$ cat config.mk
export PLATFORM = sky130hd
export DESIGN_NAME = mc_controller_hs
export DESIGN_NICKNAME = d
export VERILOG_FILES = /design/src/rtl/mc_controller_hs.sv
export SDC_FILE = /design/constraint.sdc
export NUM_CORES = 1
export LEC_CHECK = 0
export ABC_AREA = 0
export CORE_UTILIZATION = 42
export DETAILED_ROUTE_END_ITERATION = 8
export GPL_TIMING_DRIVEN = 0
export HOLD_SLACK_MARGIN = 0.08
export PLACE_DENSITY = 0.82
export SYNTH_ARGS = -nofsm -noshare
export SYNTH_HDL_FRONTEND = slang
export SYNTH_SLANG_ARGS = --single-unit
$ cat constraint.sdc
create_clock -name clk -period 2.85 [get_ports clk]
set_input_delay 0.57 -clock clk [delete_from_list [all_inputs] [get_ports clk]]
set_output_delay 0.57 -clock clk [all_outputs]
set_load 0.05 [all_outputs]
$ cat src/rtl/mc_controller_hs.sv
// Multicycle RV32I control FSM with memory-ready wait states, a memory
// timeout, full branch-condition decode, LUI, two-step JALR, a sticky trap
// on illegal encodings, and an integrated ALU control decoder.
//
// Handshake: in FETCH, MEM_READ and MEM_WRITE the controller holds mem_req
// (and the address/write selects) steady until the cycle in which
// mem_ready=1; that cycle completes the access. No access is issued in any
// other state.
module mc_controller_hs #(
  parameter int MEM_TIMEOUT    = 16,
  parameter bit BR_UNSIGNED_EN = 1'b1,
  parameter int STATE_W        = 4
) (
  input  logic               clk,
  input  logic               reset,
  input  logic [31:0]        instruction,
  input  logic               zero,
  input  logic               negative,
  input  logic               overflow,
  input  logic               carry,
  input  logic               mem_ready,
  output logic               mem_req,
  output logic               AdrSrc,
  output logic               MemWrite,
  output logic               IRWrite,
  output logic               pc_write,
  output logic               RegWrite,
  output logic [1:0]         ResultSrc,
  output logic [1:0]         ALUSrca,
  output logic [1:0]         ALUSrcb,
  output logic [3:0]         ALUControl,
  output logic               trap,
  output logic [STATE_W-1:0] state
);

  typedef enum logic [3:0] {
    S_FETCH     = 4'd0,
    S_DECODE    = 4'd1,
    S_MEM_ADDR  = 4'd2,
    S_MEM_READ  = 4'd3,
    S_MEM_WB    = 4'd4,
    S_MEM_WRITE = 4'd5,
    S_EXEC_R    = 4'd6,
    S_EXEC_I    = 4'd7,
    S_ALU_WB    = 4'd8,
    S_JAL       = 4'd9,
    S_JALR_A    = 4'd10,
    S_JALR_PC   = 4'd11,
    S_BRANCH    = 4'd12,
    S_LUI       = 4'd13,
    S_TRAP      = 4'd14
  } state_t;

  localparam logic [3:0] ALU_ADD  = 4'b0000;
  localparam logic [3:0] ALU_SUB  = 4'b0001;
  localparam logic [3:0] ALU_AND  = 4'b0010;
  localparam logic [3:0] ALU_OR   = 4'b0011;
  localparam logic [3:0] ALU_XOR  = 4'b0100;
  localparam logic [3:0] ALU_SLT  = 4'b0101;
  localparam logic [3:0] ALU_SLTU = 4'b0110;
  localparam logic [3:0] ALU_SLL  = 4'b0111;
  localparam logic [3:0] ALU_SRL  = 4'b1000;
  localparam logic [3:0] ALU_SRA  = 4'b1001;

  localparam logic [6:0] OP_LOAD   = 7'b0000011;
  localparam logic [6:0] OP_STORE  = 7'b0100011;
  localparam logic [6:0] OP_R      = 7'b0110011;
  localparam logic [6:0] OP_I      = 7'b0010011;
  localparam logic [6:0] OP_JAL    = 7'b1101111;
  localparam logic [6:0] OP_JALR   = 7'b1100111;
  localparam logic [6:0] OP_BRANCH = 7'b1100011;
  localparam logic [6:0] OP_AUIPC  = 7'b0010111;
  localparam logic [6:0] OP_LUI    = 7'b0110111;

  // The counter holds 0..MEM_TIMEOUT; with the timeout disabled a 1-bit
  // counter is kept that stays at zero.
  localparam int CNT_W = (MEM_TIMEOUT > 0) ? $clog2(MEM_TIMEOUT + 1) : 1;
  localparam logic [CNT_W-1:0] CNT_LAST =
    (MEM_TIMEOUT > 0) ? CNT_W'(MEM_TIMEOUT - 1) : '0;
  localparam bit TIMEOUT_EN = (MEM_TIMEOUT > 0);

  state_t           ps, ns;
  logic [CNT_W-1:0] wait_cnt;
  logic             mem_access, waiting, timeout;
  logic             mem_req_c, mem_write_c, ir_write_c, pc_write_c, reg_write_c;

  logic [6:0] opcode;
  logic [2:0] funct3;
  logic       f7b5;
  logic       unused_bits;

  assign opcode      = instruction[6:0];
  assign funct3      = instruction[14:12];
  assign f7b5        = instruction[30];
  assign unused_bits = ^{instruction[31], instruction[29:15], instruction[11:7]};

  // A wait cycle is any memory-state cycle whose access does not complete.
  assign mem_access = (ps == S_FETCH) || (ps == S_MEM_READ) || (ps == S_MEM_WRITE);
  assign waiting    = mem_access && !mem_ready;
  // Fires on the wait cycle that brings the counter to MEM_TIMEOUT.
  assign timeout    = TIMEOUT_EN && waiting && (wait_cnt == CNT_LAST);

  function automatic logic [3:0] alu_dec(input logic [2:0] f3, input logic alt,
                                         input logic allow_sub);
    logic [3:0] r;
    case (f3)
      3'b000:  r = (alt && allow_sub) ? ALU_SUB : ALU_ADD;
      3'b001:  r = ALU_SLL;
      3'b010:  r = ALU_SLT;
      3'b011:  r = ALU_SLTU;
      3'b100:  r = ALU_XOR;
      3'b101:  r = alt ? ALU_SRA : ALU_SRL;
      3'b110:  r = ALU_OR;
      default: r = ALU_AND;
    endcase
    return r;
  endfunction

  // Present-state register.
  always_ff @(posedge clk or posedge reset) begin
    if (reset) ps <= S_FETCH;
    else       ps <= ns;
  end

  // Wait counter: clears whenever the state changes (so on every entry to a
  // memory state) and counts cycles spent waiting on mem_ready.
  always_ff @(posedge clk or posedge reset) begin
    if (reset)                      wait_cnt <= '0;
    else if (ns != ps)              wait_cnt <= '0;
    else if (TIMEOUT_EN && waiting) wait_cnt <= wait_cnt + CNT_W'(1);
  end

  // Next-state and datapath control decode.
  always_comb begin
    ns          = ps;
    mem_req_c   = 1'b0;
    AdrSrc      = 1'b0;
    mem_write_c = 1'b0;
    ir_write_c  = 1'b0;
    pc_write_c  = 1'b0;
    reg_write_c = 1'b0;
    ResultSrc   = 2'b00;
    ALUSrca     = 2'b00;
    ALUSrcb     = 2'b00;
    ALUControl  = ALU_ADD;
    trap        = 1'b0;
    case (ps)
      S_FETCH: begin
        mem_req_c = 1'b1;
        ALUSrcb   = 2'b10;
        ResultSrc = 2'b10;
        if (mem_ready) begin
          ir_write_c = 1'b1;
          pc_write_c = 1'b1;
          ns         = S_DECODE;
        end else if (timeout) begin
          ns = S_TRAP;
        end
      end
      S_DECODE: begin
        ALUSrca = 2'b01;
        ALUSrcb = 2'b01;
        case (opcode)
          OP_LOAD, OP_STORE: ns = S_MEM_ADDR;
          OP_R:              ns = S_EXEC_R;
          OP_I:              ns = S_EXEC_I;
          OP_JAL:            ns = S_JAL;
          OP_JALR:           ns = S_JALR_A;
          OP_BRANCH:         ns = S_BRANCH;
          OP_AUIPC:          ns = S_ALU_WB;
          OP_LUI:            ns = S_LUI;
          default:           ns = S_TRAP;
        endcase
      end
      S_MEM_ADDR: begin
        ALUSrca = 2'b10;
        ALUSrcb = 2'b01;
        ns      = (opcode == OP_LOAD) ? S_MEM_READ : S_MEM_WRITE;
      end
      S_MEM_READ: begin
        mem_req_c = 1'b1;
        AdrSrc    = 1'b1;
        if (mem_ready)    ns = S_MEM_WB;
        else if (timeout) ns = S_TRAP;
      end
      S_MEM_WB: begin
        ResultSrc   = 2'b01;
        reg_write_c = 1'b1;
        ns          = S_FETCH;
      end
      S_MEM_WRITE: begin
        mem_req_c   = 1'b1;
        mem_write_c = 1'b1;
        AdrSrc      = 1'b1;
        if (mem_ready)    ns = S_FETCH;
        else if (timeout) ns = S_TRAP;
      end
      S_EXEC_R: begin
        ALUSrca    = 2'b10;
        ALUControl = alu_dec(funct3, f7b5, 1'b1);
        ns         = S_ALU_WB;
      end
      S_EXEC_I: begin
        ALUSrca    = 2'b10;
        ALUSrcb    = 2'b01;
        ALUControl = alu_dec(funct3, f7b5, 1'b0);
        ns         = S_ALU_WB;
      end
      S_LUI: begin
        ALUSrca = 2'b11;
        ALUSrcb = 2'b01;
        ns      = S_ALU_WB;
      end
      S_ALU_WB: begin
        reg_write_c = 1'b1;
        ns          = S_FETCH;
      end
      S_JAL, S_JALR_PC: begin
        // PC takes the target held in ALUOut while the ALU forms the link.
        pc_write_c = 1'b1;
        ALUSrca    = 2'b01;
        ALUSrcb    = 2'b10;
        ns         = S_ALU_WB;
      end
      S_JALR_A: begin
        ALUSrca = 2'b10;
        ALUSrcb = 2'b01;
        ns      = S_JALR_PC;
      end
      S_BRANCH: begin
        ALUSrca    = 2'b10;
        ALUControl = ALU_SUB;
        ns         = S_FETCH;
        case (funct3)
          3'b000: pc_write_c = zero;
          3'b001: pc_write_c = !zero;
          3'b100: pc_write_c = negative ^ overflow;
          3'b101: pc_write_c = !(negative ^ overflow);
          3'b110: if (BR_UNSIGNED_EN) pc_write_c = !carry; else ns = S_TRAP;
          3'b111: if (BR_UNSIGNED_EN) pc_write_c = carry;  else ns = S_TRAP;
          default: ns = S_TRAP;
        endcase
      end
      S_TRAP: begin
        trap = 1'b1;
      end
      default: ns = S_TRAP;
    endcase
  end

  // Strobes are held off while reset is asserted so an abandoned access
  // cannot write anything.
  assign mem_req  = mem_req_c   && !reset;
  assign MemWrite = mem_write_c && !reset;
  assign IRWrite  = ir_write_c  && !reset;
  assign pc_write = pc_write_c  && !reset;
  assign RegWrite = reg_write_c && !reset;
  assign state    = STATE_W'(ps);

endmodule

### Word-level counts from Yosys, hierarchy flattened

Index checks and enable logic that the tools add are counted.

* bits in registers: 9
* bits of input ports: 39
* output and inout bits: 21

* muxes and demuxes: 27
* add/sub/neg operators: 1
* reductions and logical operators: 28
* bitwise operators: 1
* eq/ne operators: 32

Operators by type and width (count)
* case mux 4 bit (7 select lines): 2
* case mux 4 bit (10 select lines): 1
* case mux 4 bit (8 select lines): 1
* equality test 4 bit (second input constant): 7
* equality test 7 x 6 -> 1 bit (second input constant): 3
* equality test 7 bit (second input constant): 3
* two-way mux 4 bit: 5
* equality test 4 x 3 -> 1 bit (second input constant): 4
* OR reduction 5 bit: 3
* equality test 7 x 5 -> 1 bit (second input constant): 2
* equality test 3 bit (second input constant): 4
* case mux 4 bit (3 select lines): 1
* two-way mux 5 bit: 2
* two-way mux 1 bit: 9
* OR reduction 3 bit: 3
* equality test 4 x 2 -> 1 bit (second input constant): 2
* case mux 2 bit (2 select lines): 2
* OR reduction 2 bit: 4
* equality test 7 x 2 -> 1 bit (second input constant): 1
* logical AND 1 bit: 7
* equality test 3 x 2 -> 1 bit (second input constant): 2
* case mux 1 bit (6 select lines): 1
* case mux 2 bit (3 select lines): 1
* OR reduction 6 bit: 1
* 13 further kinds: 18

### Depth between registers and ports, before layout

Gate-level depths: netlist of the first run.

* depth in word-level cells: 10
* mapped depth: 10
* depth with buffers taken out: 9

### Worst setup path after synthesis of the first run

No wires, ideal clock.

* path kind: flip-flop to output port
* start point: reg ps[1] (netlist: state[1])
* end point: out ALUControl[0]
* path buffers: 3
* cell stages (with the launch flop): 6
* setup slack: -0.474 ns
* arrival: 2.754 ns
* data required time: 2.280 ns
* cells stage by stage: dfrtp_1 -> buf_2 -> buf_1 -> clkbuf_1 -> nand3_1 -> a21boi_0

* cells in the longest elaborated chain, start to end: 2
* elaborated cells between the ends (all ways): 4
* those cells by class: eq/ne (3); mux (1)

RTL lines
* from (decl): RTL line 82 `state_t ps, ns;`
* from (signal assigned): RTL line 122 `else ps <= ns;`
* equality test 4 bit / equality test 4 x 3 -> 1 bit (equally long branches): RTL line 147 `case (ps)`
* case mux 4 bit (3 select lines) (*): RTL line 147
* to (decl): RTL line 31 `output logic [3:0] ALUControl,`

Mark *: on every way between the ends. The rest lies on a longest branch, timed or not.

### Worst setup path in the final report of the first run

* start point: reg ps[0] (netlist: state[0])
* end point: out mem_req

* cells in the longest elaborated chain, start to end: 4
* elaborated cells between the ends (all ways): 6
* those cells by class: eq/ne (2); mux (1); reduce/logical (3)

RTL lines
* equality test 4 x 2 -> 1 bit, or another cell as far along: RTL line 147
* OR reduction 3 bit (no line) (*)
* two-way mux 1 bit (*): RTL line 147
* logical AND 1 bit (*): RTL line 253 `assign mem_req = mem_req_c && !reset;`
* to (decl): RTL line 22 `output logic mem_req,`

Marks and branches as above.

==> metrics, run 1 <==
internal reg-to-reg setup slack 0.39 ns; CTS tree built; n_diodes 0; Area growth syn-to-layout 31.28%; Min-Delay Endpoint wait_cnt[1]; # rows 19; #FFs+latches synth 9; vias in the first global route 1319; worst clock skew 0.005066 ns; critical path cell sequence buf_4 -> xnor2_1 -> mux2i_1 -> nor3_1 -> clkdlybuf4s15_1; nature of the critical path startpoint register; FF-to-FF path depth 10; routed vias 1385; Tmin final 2.716 ns; Post-Place Setup Slack -0.4547 ns; maximum clock frequency 0.3681 GHz; Post-synth ARST share 100.0%; Hold Path Depth 2; vias per cell 5.700; first-pass GRT wire length 5609 um; initial antenna violation count 0; Detail Placement HPWL 2568 um; final setup fails 0; Hold-fix buffers, CTS 0; Ys Warns 0; Layout Cells excl Fill 243; placed insts 240; Maximum Capacitance Violations 0; area of the die 3272 um2; most frequent cells in the layout 22 x nor2_1, 21 x nand2_1, 18 x clkdlybuf4s50_1; Die Width 57.21 um; Final TNS setup 0 ns; Final ANT Viol Nets 0; Hold Path Origin wait_cnt[1]; GRT Overall Usage 20.98%; Final Max Tran Viols 0; commonest non-fill, non-tap cell in the layout nor2_1; Final Core Density 59.40%; Worst Path Arrival 2.15 ns; clk_lat worst skew 0.26 ns; pwr/cell area 963.5 nW/um2; Logic pwr share 81.2%; die height 57.21 um; Hold Crit Class register to register; Clock transition at path regs 0.06 ns; Post-synth EDFFs 0; # port buffers 35; Syn Inst Count 174; total gr overflow 0; Final Hold Fails 0; Clock Sink Count 9; Worst slew margin 67.09%; RSZ-0062 raised after global routing no; Initial Utilization 45.25%; DRC 5; mapped cell area 1280 um2; Critical Path End Type primary output; Top FF cell, synth dfrtp_1; Static Leak 0.6941 nW; Period Utilization, post-route 95.31%; CP max stage delay 0.53 ns; Post-Syn Area per Cell 7.356 um2; aggregate routed wire length 3215 um; Max IR drop VDD 526.5 uV; share of cells above drive strength 1 18.87%; minimum hold slack 0.5617 ns; terminus of the critical flop-to-flop path wait_cnt[4]; Reg power frac 12.8%; initial drt markers 59; measured slew at the worst slew-check pin 0.4921 ns; routed length per instance 13.23 um; clock network power share 6.0%; post-synth cell types 57; violated checks DRC; clk buf depth 2; root buf cell clkbuf_4; largest net degree at the start of global routing 11; outcome finished, violations left; critical path class register to primary output; H-Tree Depth 1; core area 2829 um2; Net Sw Frac 59.88%; Seq/Total Area, Yosys 17.60%; Mapped Nets 215; Required @ worst endpoint 2.28 ns; P_sw 0.9695 mW; post-route setup slack 0.1335 ns; Pint 0.6495 mW; final weighted congestion in routability-driven placement 0.8538; Ports 60; Initial DRT Pass Iterations 6; Slowest cell on crit path clkdlybuf4s15_1; CTS buffer count 3; Reg2Reg Launch Point wait_cnt[0]; worst-path maximum fanout 10; NumNets Final 254
==> per-layer routing <==
metal,wire length [um],track usage [%],vias up
li1,-,-,710
met1,1486,26.30,630
met2,1535,36.81,45
met3,194,4.989,0
met4,0,4.181,0
met5,0,0,-
==> power groups by stage <==
| stage | clock network, mW | logic [mW] | registers, mW |
|---|---|---|---|
| after floorplan | 0 | 0.955 | 0.272 |
| after global placement | 0 | 1.37 | 0.204 |
| after detailed placement | 0 | 1.37 | 0.209 |
| after CTS | 0.0990 | 1.33 | 0.206 |
| after global routing | 0.104 | 1.42 | 0.213 |
| final | 0.0968 | 1.32 | 0.207 |
==> cell usage after synthesis (3+ instances only) <==
cell      number  area share [%]
nor3_1         8             3.1
nor2b_1        3             1.5
o31ai_1        3             1.8
inv_1          4             1.2
buf_4          3             1.8
nor2_1        24             7.0
xor2_1         8             5.5
clkbuf_1       5             1.5
nand4_1        3             1.5
a21oi_1        9             3.5
dfrtp_1        9              18
a31oi_1        3             1.5
nand3_1        3             1.2
nand2_1       21             6.2
xnor2_1        3             2.1
o21ai_0        8             3.1
==> per-stage QoR <==
step	power, mW	area, um2
after global placement	1.572	1688
after floorplan	1.227	1299
final	1.619	1680
after detailed placement	1.583	1688
after global routing	1.735	1680
after CTS	1.638	1714
==> flip-flops by register name, indices dropped and copies added (netlist names) <==
| register | count |
|---|---|
| wait_cnt | 5 |
| state | 4 |
==> what timing repair did <==
item,4_1_cts,5_1_grt
setup buffers,0,0
resized for setup,34,16
endpoints found under the setup margin,17,15
==> cells by family (layout without fill, tap and decap cells) <==
group                      count (synthesis)  in the layout  share of synthesized area [%]
AOI/OAI and AO/OA                         43             43                          25.71
xor gates and xnor gates                  11             11                          7.527
adders and majority gates                  2              2                          1.955
buffers and inverters                     19             57                          7.917
DFF                                        9              9                          17.60
muxes                                      3              3                          2.737
and+or+nand+nor                           87             87                          36.56
==> worst max-delay path by stage <==
stage                          from         end  slack [ns]  cells after the start
final                      state[0]     mem_req        0.13                      5
after detailed placement  mem_ready    pc_write       -0.45                      6
after global placement    mem_ready    pc_write       -0.46                      6
after global routing       state[2]     mem_req       0.004                      5
after floorplan            state[1]  ALUSrcb[0]       -0.13                      5
after CTS                  state[1]  ALUSrca[1]       0.003                      6
==> critical path, delay by kind of cell, from the launching register on <==
family	cells	cell delay (ns)
buffers and inverters	2	0.75
flip-flops	1	0.47
XOR/XNOR	1	0.26
multiplexers	1	0.20
AND/OR/NAND/NOR	1	0.20
==> cell type report <==
cell class,count,area [um2]
sequential,9,225.2
multi-input combinational,146,972.2
timing repair buffer,35,312.8
inverter,5,22.52
clock inverter,1,5.005
tap,31,38.79
fill,273,1149
clock buffer,3,22.52
buffer,13,81.33
Power figures use the tool's default switching activity.
==> run 2, diff against run 1 <==
Settings changed: CORE_UTILIZATION 42 to 45, MAX_ROUTING_LAYER from default to met4, PLACE_DENSITY 0.82 to 0.87.
Clock period 2.85 ns to 3.5 ns, I/O delays scaled along.
==> run 2 against run 1 <==
Critical endpoint is now RegWrite. Die area decreased by 6.4%. Clock skew grew 0.0061 ns. Clock power shrank 18%. Combinational power decreased by 15%. Hold slack barely moved. First-iteration DRC count down 5.1%. Sequential share of layout area shrank 0.24 points. Sequential cell count did not move. The flow now finishes without violations.
==> metrics, run 2 (synthesis gave the netlist of run 1 again) <==
FF-to-FF path depth 10 (unchanged); Ports 60 (unchanged); largest net degree at the start of global routing 11 (unchanged); commonest non-fill, non-tap cell in the layout clkdlybuf4s50_1; clk buf depth 2 (unchanged); root buf cell clkbuf_4; Final Hold Fails 0 (unchanged); CTS tree built; # port buffers 35 (unchanged); final weighted congestion in routability-driven placement 0.8935 (+4.6%); routed vias 1441 (+4.0%); die height 55.33 um (-3.3%); minimum hold slack 0.5615 ns (-0.0002840 ns); NumNets Final 255 (+0.39%); Detail Placement HPWL 2705 um (+5.3%); Die Width 55.33 um (-3.3%); Layout Cells excl Fill 243 (unchanged); area of the die 3061 um2 (-6.4%); routed length per instance 14.06 um (+6.3%); Reg2Reg Launch Point wait_cnt[0]; max reg flops 5 (unchanged); CTS buffer count 3 (unchanged); Tmin final 3.359 ns; placed insts 239 (-0.42%); Final ANT Viol Nets 0 (unchanged); pwr/cell area 800.2 nW/um2 (-17%); # rows 18 (-1); Tot Pwr 1.370 mW (-15%); dpl cell area 1668 um2 (-1.2%); Max IR drop VDD 581.0 uV (+10%); vias in the first global route 1298 (-1.6%); n_diodes 0 (unchanged); nature of the critical path startpoint input pin; maximum clock frequency 0.2977 GHz; Biggest register wait_cnt; Area growth syn-to-layout 33.72%; total gr overflow 0 (unchanged); Hold Crit Class register to register; RSZ-0062 raised after global routing no; Hold Path Origin wait_cnt[1]; core area 2590 um2 (-8.4%); Hold-fix buffers, CTS 0 (unchanged); Initial Utilization 49.42% (+4.2 points); Period Utilization, post-route 95.97%; terminus of the critical flop-to-flop path wait_cnt[4]; critical path class input pin to primary output; post-route setup slack 0.1409 ns (+0.007380 ns); Clock Sink Count 9 (unchanged); H-Tree Depth 1 (unchanged); outcome complete, no violations; clk_lat worst skew 0.26 ns (about the same); initial drt markers 56 (-5.1%); CP startpoint reset; Min-Delay Endpoint wait_cnt[1]; share of cells above drive strength 1 10.33% (-8.5 points); Static Leak 0.7857 nW (+13%); Worst slew margin 64.93% (-2.2 points); DRC 0 (-5); measured slew at the worst slew-check pin 0.5252 ns (+0.03312 ns); worst clock skew 0.01116 ns (+0.006096 ns); Critical Path End Type primary output; vias per cell 5.930 (+4.0%); initial antenna violation count 0 (unchanged); most frequent cells in the layout 27 x clkdlybuf4s50_1, 24 x nor2_1, 21 x nand2_1; final setup fails 0 (unchanged); internal reg-to-reg setup slack 1.04 ns (+0.65 ns); Hold Path Depth 2 (unchanged); Clock transition at path regs 0.06 ns (about the same); Worst Path Arrival 2.66 ns (+0.51 ns); Required @ worst endpoint 2.80 ns (+0.52 ns); final instance area 1712 um2 (+1.9%); Final Max Tran Viols 0 (unchanged); aggregate routed wire length 3417 um (+6.3%); Maximum Capacitance Violations 0 (unchanged); first-pass GRT wire length 5830 um (+3.9%); Post-Place Setup Slack -0.07386 ns (+0.3809 ns); worst-path maximum fanout 10 (unchanged); Initial DRT Pass Iterations 4 (-2); GRT Overall Usage 23.29% (+2.3 points)
==> run 2: critical path, stage by stage <==
cell             delay [ns]
clkdlybuf4s50_1        0.48
inv_1                  0.33
nand2_1                0.18
nor2_1                 0.14
clkdlybuf4s50_1        0.82
==> run 2: worst max path at each step <==
stage                     to  slack [ns]  cells after the start
2_1_floorplan  ALUControl[0]        0.05                      5
3_3_place_gp        pc_write       -0.04                      6
3_5_place_dp        pc_write       -0.07                      6
4_1_cts        ALUControl[0]        0.04                      7
5_1_grt           ALUSrca[0]        0.02                      6
6_report            RegWrite        0.14                      5
==> run 2: timing repair <==
action | CTS | global route
buffers inserted | 0 | 0
gates resized for setup | 1 | 9
setup endpoints to repair | 1 | 8
==> run 2: area by class of cell <==
class                   count  area [um2]
multi-input cells         146       953.4
fillers                   237       878.3
repair buffers             35       366.6
flip-flops and latches      9       225.2
plain buffers              14       83.83
well taps                  30       37.54
clock buffers               4       26.28
inverters                   5       18.77
==> run 2: metal layers <==
| layer | up-vias | wire length (um) | global-route usage, % |
|---|---|---|---|
| met2 | 62 | 1682 | 38.04 |
| met1 | 661 | 1509 | 31.55 |
| met4 | 0 | 17 | 5.000 |
| li1 | 716 | - | - |
| met5 | - | 0 | - |
| met3 | 2 | 207 | 1.874 |
==> run 2: stage by stage <==
stage	TNS, ns	utilization, %
after CTS	0	65.36
after detailed placement	-0.07386	64.40
after floorplan	0	-
after global routing	0	66.09
final	0	66.09
after global placement	-0.04077	64.40
==> run 2: power by group <==
part | switching (mW) | total (mW) | internal (mW) | leakage [nW]
Clock | 0.0359 | 0.0798 | 0.0439 | 0.0150
Combinational | 0.723 | 1.12 | 0.398 | 0.650
Sequential | 0.0384 | 0.168 | 0.130 | 0.121
Total | 0.798 | 1.37 | 0.572 | 0.786
==> run 3, diff against run 2 <==
--- a/config.mk
+++ b/config.mk
@@ -10,3 +10,3 @@
 export DETAILED_ROUTE_END_ITERATION = 8
-export GPL_TIMING_DRIVEN = 0
+export GPL_TIMING_DRIVEN = 1
 export HOLD_SLACK_MARGIN = 0.08
--- a/constraint.sdc
+++ b/constraint.sdc
@@ -3,2 +3,2 @@
 set_output_delay 0.7 -clock clk [all_outputs]
-set_load 0.05 [all_outputs]
+set_load 0.1 [all_outputs]
==> run 3 against run 2 <==
Largest power group unchanged. Sequential cell count is the same. Combinational power rose by 29%. Clock power is 3.6% higher. Clock-buffer cell count unchanged.
==> metrics, run 3 (synthesis gave the netlist of run 1 again) <==
nature of the critical path startpoint input pin; # resized after CTS 0 (-1); Die Width 55.33 um (unchanged); Detail Placement HPWL 2777 um (+2.6%); most frequent cells in the layout 21 x nand2_1, 21 x buf_4, 20 x nor2_1; clk buf depth 2 (unchanged); aggregate routed wire length 3505 um (+2.6%); share of cells above drive strength 1 24.04% (+14 points); Worst slew margin 62.73% (-2.2 points); NumNets Final 250 (-2.0%); GRT Overall Usage 24.13% (+0.83 points); worst clock skew 0.001621 ns (-0.009540 ns); n_diodes 0 (unchanged); initial antenna violation count 0 (unchanged); routed vias 1433 (-0.56%); outcome complete, no violations; # port buffers 38 (+8.6%); vias in the first global route 1366 (+5.2%); Hold-fix buffers, CTS 0 (unchanged); clk_lat worst skew 0.26 ns (about the same); largest net degree at the start of global routing 24 (+13); first-pass GRT wire length 6037 um (+3.6%); root buf cell clkbuf_4; critical path class input pin to primary output; # rows 18 (unchanged); postcts setup bufs 0 (unchanged); CTS buffer count 3 (unchanged); Initial Utilization 49.42% (unchanged); initial drt markers 53 (-5.4%); critical path cell sequence clkdlybuf4s50_1 -> nor2b_1 -> a21oi_1 -> o21ai_0 -> nand3_1 -> a21boi_1 -> buf_12; Maximum Capacitance Violations 0 (unchanged); Final Hold Fails 0 (unchanged); final setup fails 0 (unchanged); CP max stage delay 0.62 ns (-0.20 ns); Clock Sink Count 9 (unchanged); H-Tree Depth 1 (unchanged); Post-Place Setup Slack 0.4201 ns (+0.4940 ns); routed length per instance 14.73 um (+4.7%); Final Max Tran Viols 0 (unchanged); Hold Crit Class register to register; Period Utilization, post-route 88.38% (-7.6 points); Worst Path Arrival 2.39 ns (-0.27 ns); Final Core Density 68.45% (+2.4 points); pwr/cell area 967.4 nW/um2 (+21%); final weighted congestion in routability-driven placement 0.8765 (-1.9%); Critical Path End Type primary output; Max IR drop VDD 1148 uV (+98%); post-route setup slack 0.4065 ns (+0.2656 ns); Ports 60 (unchanged); area of the die 3061 um2 (unchanged); Static Leak 0.7154 nW (-9.0%); Final ANT Viol Nets 0 (unchanged); Initial DRT Pass Iterations 4 (unchanged); Required @ worst endpoint 2.80 ns (about the same); Slowest cell on crit path clkdlybuf4s50_1; Biggest register wait_cnt; Area growth syn-to-layout 38.51%; Tmin final 3.093 ns (-0.2656 ns); Clock transition at path regs 0.06 ns (about the same); measured slew at the worst slew-check pin 0.5436 ns (+0.01831 ns); die height 55.33 um (unchanged); core area 2590 um2 (unchanged); CTS tree built; max reg flops 5 (unchanged); total gr overflow 0 (unchanged); worst-path maximum fanout 7 (-3); maximum clock frequency 0.3233 GHz (+8.6%); DRC 0 (unchanged); vias per cell 6.021 (+1.5%); RSZ-0062 raised after global routing no
-- run 3: cell types whose count changed in the layout (fill, tap and decap cells not counted), moves of 3 or more --
| cell | before | now |
|---|---|---|
| nor2_1 | 24 | 20 |
| clkdlybuf4s50_1 | 27 | 17 |
| buf_12 | 0 | 6 |
| buf_4 | 3 | 21 |
| dlymetal6s2s_1 | 7 | 0 |
| nor3_1 | 8 | 5 |
| clkbuf_1 | 5 | 1 |
-- run 3: per-layer routing --
metal	routed length (um)	vias up	GRT usage [%]	part of all wire, %
met1	1426	680	29.87	41
met4	10	0	6.071	0.29
met5	0	-	-	0
li1	-	696	-	-
met2	1863	55	41.82	53
met3	206	2	2.576	5.9
-- run 3: final cells by class --
| cell class | count | area [um2] |
|---|---|---|
| multi-input combinational | 146 | 1017 |
| fill | 203 | 817.0 |
| timing repair buffer | 44 | 447.9 |
| sequential | 9 | 225.2 |
| tap | 30 | 37.54 |
| clock buffer | 4 | 26.28 |
| inverter | 5 | 18.77 |
-- run 3: final timing paths --
check	startpoint	end	slack, ns	depth (start not counted)
max	instruction[12]	ALUControl[0]	0.41	7
min	wait_cnt[3]	wait_cnt[3]	0.55	2
max reg2reg	wait_cnt[0]	wait_cnt[4]	0.96	9
min reg2reg	wait_cnt[3]	wait_cnt[3]	0.55	2
max in group asynchronous	reset	state[1]	2.43	3
min in group asynchronous	reset	wait_cnt[4]	0.93	3
-- run 3: per-stage QoR --
| step | hold slack [ns] | total power, mW | instances | cell area [um2] | TNS, ns |
|---|---|---|---|---|---|
| 4_1_cts | 0.5619 | 1.713 | 238 | 1773 | 0 |
| 5_1_grt | 0.5946 | 1.810 | 238 | 1773 | 0 |
| 3_5_place_dp | 0.5446 | 1.630 | 234 | 1747 | 0 |
| 6_report | 0.5511 | 1.715 | 238 | 1773 | 0 |
| 2_1_floorplan | 0.4971 | 1.340 | 174 | 1344 | -2.129 |
| 3_3_place_gp | 0.5153 | 1.602 | 234 | 1747 | 0 |
-- run 3: worst max-delay path, delay by kind of cell --
family	cells	cell delay (ns)
AO/OA/AOI/OAI	3	0.50
buffers and inverters	2	0.83
AND/OR/NAND/NOR	2	0.36
-- run 3: where the power goes --
group,internal (mW),total (mW),switching (mW)
Clock,0.0440,0.0827,0.0387
Sequential,0.129,0.188,0.0586
Combinational,0.407,1.44,1.04
Total,0.581,1.72,1.13
